[config.mk]
export PLATFORM = sky130hd
export DESIGN_NAME = fft_frame_sched
export DESIGN_NICKNAME = d
export VERILOG_FILES = /design/src/rtl/fft_pkg.sv /design/src/rtl/fft_tag_fifo.sv /design/src/rtl/fft_frame_sched.sv
export SDC_FILE = /design/constraint.sdc
export NUM_CORES = 1
export LEC_CHECK = 0
export ABC_AREA = 1
export BUFFER_PORTS_ARGS = -buffer_cell sky130_fd_sc_hd__buf_2
export CAP_MARGIN = 15
export CORE_MARGIN = 1
export CORE_UTILIZATION = 42
export CTS_CLUSTER_DIAMETER = 30
export DETAILED_ROUTE_END_ITERATION = 7
export PLACE_DENSITY = 0.76
export SETUP_SLACK_MARGIN = 0.02
export SYNTH_ARGS = -nofsm -noshare
export SYNTH_HDL_FRONTEND = slang
export SYNTH_SLANG_ARGS = --single-unit
[constraint.sdc]
create_clock -name clk -period 2 [get_ports clk]
set_input_delay 0.3 -clock clk [delete_from_list [all_inputs] [get_ports clk]]
set_output_delay 0.3 -clock clk [all_outputs]
set_load 0.01 [all_outputs]
[src/rtl/fft_pkg.sv]
// Shared definitions for the FFT frame scheduler: defaults, channel tags, FSM states
// and the round-robin grant rule.
package fft_pkg;

  localparam int N_PT_DEF = 1024;

  localparam logic CH_A = 1'b0;
  localparam logic CH_B = 1'b1;

  typedef enum logic [1:0] {
    ST_IDLE   = 2'd0,
    ST_STREAM = 2'd1,
    ST_GAP    = 2'd2
  } state_t;

  // Single requester wins; on a tie the channel that did not go last wins.
  function automatic logic rr_pick(input logic ra, input logic rb, input logic last);
    if (ra && rb) return ~last;
    else if (rb)  return CH_B;
    else          return CH_A;
  endfunction

endpackage

[src/rtl/fft_tag_fifo.sv]
// Small 1-bit-wide synchronous FIFO holding the source channel of each frame
// currently inside the FFT core.
module fft_tag_fifo #(
  parameter int DEPTH = 4
) (
  input  logic clk,
  input  logic rst,
  input  logic push,
  input  logic pop,
  input  logic din,
  output logic full,
  output logic empty,
  output logic head
);

  localparam int AW = $clog2(DEPTH);
  localparam logic [AW:0] FULL_CNT = (AW+1)'(DEPTH);

  logic [DEPTH-1:0] mem;
  logic [AW-1:0]    wr_ptr;
  logic [AW-1:0]    rd_ptr;
  logic [AW:0]      cnt;
  logic             do_push;
  logic             do_pop;

  always_comb begin
    do_push = push && !full;
    do_pop  = pop && !empty;
  end

  always_ff @(posedge clk or negedge rst) begin
    if (!rst) begin
      mem    <= '0;
      wr_ptr <= '0;
      rd_ptr <= '0;
      cnt    <= '0;
    end else begin
      if (do_push) begin
        mem[wr_ptr] <= din;
        wr_ptr      <= wr_ptr + AW'(1);
      end
      if (do_pop) rd_ptr <= rd_ptr + AW'(1);
      case ({do_push, do_pop})
        2'b10:   cnt <= cnt + (AW+1)'(1);
        2'b01:   cnt <= cnt - (AW+1)'(1);
        default: cnt <= cnt;
      endcase
    end
  end

  assign full  = (cnt == FULL_CNT);
  assign empty = (cnt == '0);
  assign head  = mem[rd_ptr];

endmodule

[src/rtl/fft_frame_sched.sv]
// Whole-frame round-robin scheduler sharing one FFT core between two sample sources,
// with input framing and a channel tag queue to label the FFT output stream.
module fft_frame_sched
  import fft_pkg::*;
#(
  parameter int N_PT      = N_PT_DEF,
  parameter int MIN_GAP   = 2,
  parameter int TAG_DEPTH = 4
) (
  input  logic        clk,
  input  logic        rst,
  input  logic        req_a,
  input  logic        req_b,
  input  logic [31:0] din_a,
  input  logic [31:0] din_b,
  output logic        rd_a,
  output logic        rd_b,
  output logic        busy,
  output logic [31:0] fft_din,
  output logic        fft_di_en,
  output logic        fft_di_last,
  input  logic [31:0] fft_dout,
  input  logic        fft_do_en,
  input  logic        fft_do_last,
  output logic [31:0] dout,
  output logic        do_en,
  output logic        do_last,
  output logic        do_ch,
  output logic [15:0] frm_out_cnt,
  output logic        err_orphan
);

  localparam int CW = $clog2(N_PT);
  localparam logic [CW-1:0] CNT_LAST = CW'(N_PT - 1);
  // The IDLE grant cycle supplies one idle slot, GAP the remaining MIN_GAP-1.
  localparam int GAP_CYC = MIN_GAP - 1;
  localparam int GW = (GAP_CYC > 1) ? $clog2(GAP_CYC) : 1;
  localparam logic [GW-1:0] GAP_LAST = GW'(GAP_CYC - 1);

  state_t        state;
  state_t        state_nxt;
  logic [CW-1:0] cnt;
  logic [GW-1:0] gap_cnt;
  logic          rr_last;
  logic          grant;
  logic          pick;
  logic          tag_full;
  logic          tag_empty;
  logic          tag_head;
  logic          tag_pop;

  always_comb begin
    grant = (state == ST_IDLE) && !tag_full && (req_a || req_b);
    pick  = rr_pick(req_a, req_b, rr_last);
  end

  always_ff @(posedge clk or negedge rst) begin
    if (!rst) state <= ST_IDLE;
    else      state <= state_nxt;
  end

  always_comb begin
    state_nxt = state;
    case (state)
      ST_IDLE:   if (grant) state_nxt = ST_STREAM;
      ST_STREAM: if (cnt == CNT_LAST) state_nxt = (GAP_CYC > 0) ? ST_GAP : ST_IDLE;
      ST_GAP:    if (gap_cnt == GAP_LAST) state_nxt = ST_IDLE;
      default:   state_nxt = ST_IDLE;
    endcase
  end

  always_comb begin
    rd_a = (state == ST_STREAM) && (rr_last == CH_A);
    rd_b = (state == ST_STREAM) && (rr_last == CH_B);
    busy = (state != ST_IDLE);
  end

  // rr_last doubles as the current owner while streaming.
  always_ff @(posedge clk or negedge rst) begin
    if (!rst) begin
      cnt     <= '0;
      gap_cnt <= '0;
      rr_last <= CH_B;
    end else begin
      cnt     <= (state == ST_STREAM) ? cnt + CW'(1) : '0;
      gap_cnt <= (state == ST_GAP) ? gap_cnt + GW'(1) : '0;
      if (grant) rr_last <= pick;
    end
  end

  always_ff @(posedge clk or negedge rst) begin
    if (!rst) begin
      fft_din     <= '0;
      fft_di_en   <= 1'b0;
      fft_di_last <= 1'b0;
    end else begin
      fft_din     <= rd_a ? din_a : (rd_b ? din_b : '0);
      fft_di_en   <= rd_a || rd_b;
      fft_di_last <= (state == ST_STREAM) && (cnt == CNT_LAST);
    end
  end

  assign tag_pop = fft_do_en && fft_do_last && !tag_empty;

  fft_tag_fifo #(
    .DEPTH (TAG_DEPTH)
  ) u_tag_fifo (
    .clk   (clk),
    .rst   (rst),
    .push  (grant),
    .pop   (tag_pop),
    .din   (pick),
    .full  (tag_full),
    .empty (tag_empty),
    .head  (tag_head)
  );

  always_ff @(posedge clk or negedge rst) begin
    if (!rst) begin
      dout        <= '0;
      do_en       <= 1'b0;
      do_last     <= 1'b0;
      do_ch       <= 1'b0;
      frm_out_cnt <= '0;
      err_orphan  <= 1'b0;
    end else begin
      dout    <= fft_dout;
      do_en   <= fft_do_en;
      do_last <= fft_do_last;
      do_ch   <= (fft_do_en && !tag_empty) ? tag_head : CH_A;
      if (fft_do_en && fft_do_last) frm_out_cnt <= frm_out_cnt + 16'd1;
      if (fft_do_en && tag_empty)   err_orphan  <= 1'b1;
    end
  end

endmodule

==> results.txt, run 1 <==
The clock skew came out at ~11 ps. Based on the critical path, the design can be clocked at up to between 500 and 600 MHz. The remaining antenna violation count after routing came out at 0. The worst setup path is of the reg -> reg kind. Port buffering added between 150 and 200 buffers. The horizontal extent of the die came out at between 100 and 150 um.

The cell chosen for the clock root is clkbuf_8. The number of synthesized register bits came out at between 100 and 150. Yosys printed 0 warnings. The power after layout came out at around 4.6 mW. The number of standard cells after synthesis came out at approximately 350.

The floorplan has 36 rows. The number of buffers created by CTS came out at 9. The first-pass GRT wire length is between 10 and 15 mm. In the layout the commonest cells are buf_2 (189), dfrtp_1 (110), nand2_1 (47). The initial core utilization is 43.08%. The library cell used most frequently in the layout, excluding fill and tap cells, is buf_2. From bottom edge to top edge, the die measures roughly 100 um.

Detailed routing inserted a total of 3323 vias. The overall routing resource usage is roughly 18%. The total congestion overflow after global routing came out at 0. Along the worst path, the maximum fanout reaches 3.

The maximum resistive drop on vdd is between 0.0004 and 0.0005 V. The power density relative to cell area came out at between 800 and 900 mW/mm2. The post-route clock period utilization came out at a little over 90%. The tree built by TritonCTS fans out to between 100 and 150 sinks. The average wire length per cell after detail routing came out at roughly 13 um. The first-pass detailed-route iteration total is 7. The category of the worst setup path capture point is a register. In the routed design, unresolved DRC markers number 0. The flow ran to the end, and the final reports show no timing, DRC or antenna violations. STA classifies the critical path startpoint as a register. Of the cells placed in the final design, the portion with a size suffix greater than 1 is 41.90%. Subtracting the final worst setup slack from the clock period gives roughly 1900 ps. The total die area is between 0.01 and 0.015 mm2. Leaving out filler cells and counting taps, the final layout contains approximately 700.

The leakage component of the power is 3.094 nW. The routed wire length came out at 9.132 mm. The net count of the mapped netlist is approximately 460. The via density per instance came out at between 4 and 5. The share of the Yosys chip area taken by registers is 66.30%. The clock latency at the later pin of the worst-skew pair is approximately 380 ps. The number of violations reported at the end of detailed-routing iteration 0 is 88. The I/O pin count came out at between 150 and 200. The number of distinct library cells after synthesis is 34. The antenna diode count is 0. The required time of the critical path is approximately 2300 ps.

The actual slew at the worst max-slew pin is 541.9 ps. From synthesis to final layout, the design area changed by 36.27%. The final count of hold timing violations came out at 0. The tool flagged a number of max-cap violations equal to 0.

The final HPWL from detailed placement is between 6 and 7 mm. The congestion estimate from routability-driven global placement came to 0.8188. The placed cell count is just under 700. After clock tree synthesis, the clock-pin slew on the worst setup and hold paths is 110 ps. The average cell area after synthesis is between 10 and 15 um2.

The count of H-tree levels built during CTS came out at 3. The total setup violations reported at the end of the flow came out at 0. The worst slew margin relative to its limit came out at roughly 64%. The data arrival time of the worst path came out at between 2000 and 2500 ps. The initial antenna violation count was 0. The placeable core area is 0.009729 mm2. No sink is reached through more buffers than the 2 on the longest clock path.

The largest net degree at the start of global routing is 39. In this run the worst hold path is classified as in -> reg. In this run the cell area of the synthesized design comes to around 0.0042 mm2.

The via count of the first global-routing pass is approximately 3200. TritonCTS built the clock tree. The net count reported at finish came out at between 600 and 700. The count of pins over their slew limit is 0.
-- power breakdown --
group	switching [mW]	internal, mW	total, mW
Clock	0.774	0.468	1.24
Combinational	0.424	0.382	0.805
Sequential	0.143	2.43	2.57
Total	1.34	3.28	4.62
-- worst max-delay path: stages (launching register included) --
cell,delay (ps)
dfrtp_1,420
nor2_2,150
nand2_1,100
o211ai_2,80
ha_1,160
inv_1,70
fa_1,380
a21oi_1,140
o21ai_0,110
xor2_1,160
-- through the flow --
stage	setup TNS [ps]	worst slack, ps	instance area (um2)	utilization, %	hold slack [ps]
final	0	129.3	5712	58.71	18.10
after global routing	-7.850	-7.850	5712	58.71	-0.3357
after CTS	0	64.34	5529	56.83	1.582
after detailed placement	0	95.05	5343	54.91	292.1
after global placement	0	142.4	5343	54.91	284.7
after floorplan	0	119.6	4192	-	4.409
-- what timing repair did --
| item | CTS | global route |
|---|---|---|
| hold buffers | 1 | 15 |
| endpoints found under the setup margin | 0 | 3 |
| resized for setup | 0 | 4 |
| buffers inserted | 0 | 3 |
| hold endpoints to repair | 35 | 15 |
-- Yosys cell counts (all sizes together) --
master | count | share of area [%]
xor2 | 6 | 1.3
a31o | 1 | 0.21
a22o | 32 | 6.7
a21boi | 1 | 0.18
buf | 7 | 1.3
ha | 7 | 2.1
a21oi | 10 | 1.2
o211ai | 2 | 0.48
nand2 | 51 | 4.9
inv | 43 | 3.9
nand3b | 1 | 0.18
dfrtp | 110 | 66
mux2 | 1 | 0.27
nor3 | 7 | 0.96
o21ai | 16 | 1.9
nor2 | 33 | 4.1
nand4 | 6 | 0.90
fa | 1 | 0.48
dfstp | 1 | 0.63
xnor2 | 4 | 1.0
nand3 | 13 | 1.7
-- logic make-up (layout without fill, tap and decap cells) --
logic type,after synthesis,in the layout,share of synthesized area [%]
adders and majority gates,8,8,2.567
xor gates and xnor gates,10,10,2.269
muxes,1,1,0.2686
buffers and inverters,50,277,5.194
DFF,111,111,66.30
AOI/OAI and AO/OA,62,62,10.66
and+or+nand+nor,111,111,12.75
-- metal layers --
layer,up-vias,GRT usage [%],part of all wire (%)
met3,20,4.378,6.3
met1,1564,18.67,39
met2,134,31.19,52
li1,1605,-,-
met4,0,10.77,2.7
met5,-,0,0
-- area by class of cell --
class / count / area, um2
clock buffer: 9 / 123.9
clock inverter: 6 / 52.55
fill: 825 / 4018
inverter: 43 / 163.9
multi-input combinational: 192 / 1202
sequential: 111 / 2779
tap: 133 / 166.4
timing repair buffer: 219 / 1224
-- registers in the layout, summed over array words and instances, names as in the netlist --
name,count
fft_din,32
do_last,1
rr_last,1
state,2
u_tag_fifo.cnt,3
fft_di_last,1
u_tag_fifo.mem,4
u_tag_fifo.rd_ptr,2
err_orphan,1
cnt,10
fft_di_en,1
do_ch,1
dout,32
do_en,1
gap_cnt,1
frm_out_cnt,16
u_tag_fifo.wr_ptr,2
-- worst paths after layout --
path	cells past startpoint	to	slack, ps	from
hold reg to reg	1	gap_cnt	440	gap_cnt
setup / recovery	9	u_tag_fifo.cnt[2]	130	u_tag_fifo.cnt[1]
hold / removal	1	dout[25]	20	fft_dout[25]
setup reg to reg	9	u_tag_fifo.cnt[2]	130	u_tag_fifo.cnt[1]
max in group asynchronous	3	dout[24]	890	rst
min in group asynchronous	2	dout[26]	430	rst
(Power assumes the default switching activity.)
==> inputs of run 2 (changes only) <==
--- a/config.mk
+++ b/config.mk
@@ -9,10 +9,10 @@
 export BUFFER_PORTS_ARGS = -buffer_cell sky130_fd_sc_hd__buf_2
 export CAP_MARGIN = 15
 export CORE_MARGIN = 1
-export CORE_UTILIZATION = 42
+export CORE_UTILIZATION = 47
 export CTS_CLUSTER_DIAMETER = 30
 export DETAILED_ROUTE_END_ITERATION = 7
-export PLACE_DENSITY = 0.76
+export PLACE_DENSITY = 0.8
 export SETUP_SLACK_MARGIN = 0.02
 export SYNTH_ARGS = -nofsm -noshare
 export SYNTH_HDL_FRONTEND = slang
==> constraint.sdc (replaced) <==
create_clock -name clk -period 1.92 [get_ports clk]
set_input_delay 0.288 -clock clk [delete_from_list [all_inputs] [get_ports clk]]
set_output_delay 0.288 -clock clk [all_outputs]
set_load 0.01 [all_outputs]
==> run 2 against run 1 <==
Net effect:
- cell count shrank 1.8%
- highest routed layer unchanged
- non-clock buffer count grew 11
- worst hold slack worse by 10 ps
- sequential power is 4% higher
- via count grew 2.4%
- sequential share of layout area decreased by 0.91 points
- utilization increased by 8.4 points
- die area shrank 10%
==> results.txt, run 2 (synthesis gave the netlist of run 1 again) <==
The run finished with clean final reports. The post-route clock period utilization is 95.16% (+1.6 points). The vertical die dimension came to 96.44 um (-5.4%). The first-pass detailed-route iteration total was 4 (-3). The number of violations reported at the end of detailed-routing iteration 0 came out at 75 (-15%). In the final layout, the registers with the most flip-flops are dout: 32 flops, fft_din: 32 flops, frm_out_cnt: 16 flops. The total congestion overflow after global routing is 0 (unchanged). The horizontal extent of the die is 96.44 um (-5.4%). The DRC violation count after routing came to 0 (unchanged).

The routed via count came out at 3402 (+2.4%). The required time of the critical path came to 2190 ps (-70 ps). The clock period minus final worst setup slack was 1827 ps (-43.57 ps). The maximum achievable frequency came to 547.3 MHz (+2.4%). The data arrival time of the worst path is 2100 ps (-30 ps). The initial antenna violation count came out at 0 (unchanged). The largest net degree at the start of global routing is 45 (+15%).

The library cell used most frequently in the layout, excluding fill and tap cells, is buf_2. The type of origin of the critical path is a register. The longest individual stage delay on the worst path is 420 ps (about the same). In the layout the commonest cells are buf_2 (189), dfrtp_1 (110), nand2_1 (47). The total setup violations reported at the end of the flow came out at 0 (unchanged). Traced cell by cell, the critical path runs through nor2_2 -> nand2_1 -> o211ai_2 -> ha_1 -> inv_1 -> fa_2 -> a21oi_1 -> o21ai_1 -> xor2_1. The logic gate share of total power is 18.0% (+0.6 points). The final HPWL from detailed placement came out at 6.859 mm (+2.0%).

The first-pass GRT wire length is 13.97 mm (+1.4%). The clock-pin slew reported for the worst setup and hold paths after clock tree synthesis was 120 ps (about the same). The tightest min-delay check is of the in -> reg type. The via density per instance is 4.860 (+4.3%). The register share of total power is 53.9% (-1.8 points).

The switching share of power is 29.95% (+0.94 points). The clock latency at the later pin of the worst-skew pair is 380 ps (about the same). The slowest stage of the critical path belongs to the cell dfrtp_1.

The routed wire length is 9.723 mm (+6.5%). The critical path in this run is classified as reg -> reg. The number of buffer cells added on primary ports is 190 (unchanged). The I/O pin count is 191 (unchanged). The count of pins over their slew limit was 0 (unchanged). The number of sinks on the clock net was 111 (unchanged). The number of max-cap violations is 0 (unchanged). The root buffer cell chosen for the clock tree is clkbuf_8.

The number of buffer and inverter stages on the critical path is 1 (unchanged). The net switching component of the power came to 1.488 mW (+11%). The post-route setup TNS came out at 0 ps (unchanged).

The clock skew is 20.67 ps (+9.431 ps). The global placement routability congestion came out at 0.8226 (+0.46%). The overall routing resource usage is 19.95% (+2.4 points). The clock share of power is 28.1% (+1.2 points). The final count of hold timing violations is 0 (unchanged). The initial core utilization came out at 48.30% (+5.2 points). The placeable core area came out at 0.008678 mm2 (-11%). The maximum resistive drop on vdd is 0.0003643 V (-17%).

The worst setup path is captured at a register. The instance area at placement is 0.005326 mm2 (-0.30%). The via count of the first global-routing pass came out at 3134 (-1.8%). The antenna diode count was 0 (unchanged).

The relative area change from synthesis to final layout is 38.87%. The final core area utilization is 67.07% (+8.4 points). The worst slew margin relative to its limit came out at 60.14% (-3.4 points). The total die area is 0.009300 mm2 (-10%). The maximum net fanout on the critical path was 3 (unchanged). The actual slew at the worst max-slew pin is 592.6 ps (+50.73 ps). The count of H-tree levels built during CTS is 3 (unchanged).

The power density relative to cell area came out at 853.5 mW/mm2 (+5.5%). The total number of placement rows is 34 (-5.6%). The number of buffers created by CTS is 9 (unchanged). The internal power consumption came out at 3.480 mW (+6.1%).

TritonCTS built the clock tree. The maximum number of buffers from clock root to sink came to 2 (unchanged). The leakage component of the power was 3.148 nW (+1.7%). The final standard cell area without fillers was 0.005821 mm2 (+1.9%). The remaining antenna violation count after routing is 0 (unchanged).

The average wire length per cell after detail routing came to 13.89 um (+8.4%). The kind of cell with the highest combined delay along the critical path is adder cells. The net count reported at finish is 697 (+1.6%). The share of post-route cells with drive strength above 1 came out at 41.72% (-0.17 points). Setup repair after global routing left no endpoint under its margin.
## run 2: cell count changes in the layout (fill, tap and decap cells not counted), sizes merged
cell and delta:
buf +3, clkinv +3, dlygate4sd3 +8, inv -2
## run 2: power by group through the flow
stage | Sequential, mW | Clock [mW] | Combinational [mW]
finish | 2.68 | 1.40 | 0.894
global route | 2.70 | 1.54 | 0.988
CTS | 2.67 | 1.43 | 0.858
detailed placement | 2.72 | 0 | 0.793
global placement | 2.71 | 0 | 0.752
floorplan | 2.78 | 0 | 0.321
## run 2: path summary, 6_finish.rpt
path                                           to         startpoint  cells after the start  slack [ps]
min in group asynchronous         frm_out_cnt[13]                rst                      2         400
max in group asynchronous              fft_din[7]                rst                      3         760
worst max register to register  u_tag_fifo.cnt[2]  u_tag_fifo.cnt[0]                      9          90
worst max-delay path            u_tag_fifo.cnt[2]  u_tag_fifo.cnt[0]                      9          90
worst min-delay path                     dout[26]       fft_dout[26]                      1           8
worst min register to register            gap_cnt            gap_cnt                      1         440
## run 2: final cells by class
type,count,area (um2)
Clock buffer,9,123.9
Sequential cell,111,2779
Clock inverter,7,86.33
Inverter,43,170.2
Multi-Input combinational cell,192,1200
Timing Repair Buffer,230,1326
Fill cell,664,2858
Tap cell,108,135.1
## run 2: worst register-to-register path: cells and delay by family (launching register included)
| kind | cells | cell delay [ps] |
|---|---|---|
| xor gates and xnor gates | 1 | 150 |
| and+or+nand+nor | 2 | 250 |
| DFF | 1 | 420 |
| buffers and inverters | 1 | 70 |
| adders and majority gates | 2 | 520 |
| AOI/OAI and AO/OA | 3 | 310 |
## run 2: stage by stage
| step | setup WS, ps | cells | power (mW) | hold WS [ps] |
|---|---|---|---|---|
| final | 92.89 | 700 | 4.968 | 8.124 |
| after global routing | 36.32 | 700 | 5.229 | -10.54 |
| after CTS | 31.12 | 691 | 4.964 | 0.7651 |
| after detailed placement | 9.114 | 656 | 3.513 | 285.6 |
| after global placement | 97.37 | 656 | 3.457 | 278.5 |
| after floorplan | 39.64 | 353 | 3.097 | -7.591 |
## run 2: timing repair
item | 4_1_cts | 5_1_grt
endpoints found under the setup margin | 1 | 3
pin swaps | 1 | 2
endpoints found under the hold margin | 49 | 7
resized for setup | 1 | 5
hold buffers | 17 | 7
setup buffers | 2 | 2
## run 2: metal layers
layer	part of all wire (%)	track usage (%)	vias to the layer above
li1	-	-	1631
met3	7.3	4.147	11
met4	1.1	5.882	0
met1	38	23.83	1625
met2	53	36.23	135
met5	0	0	-
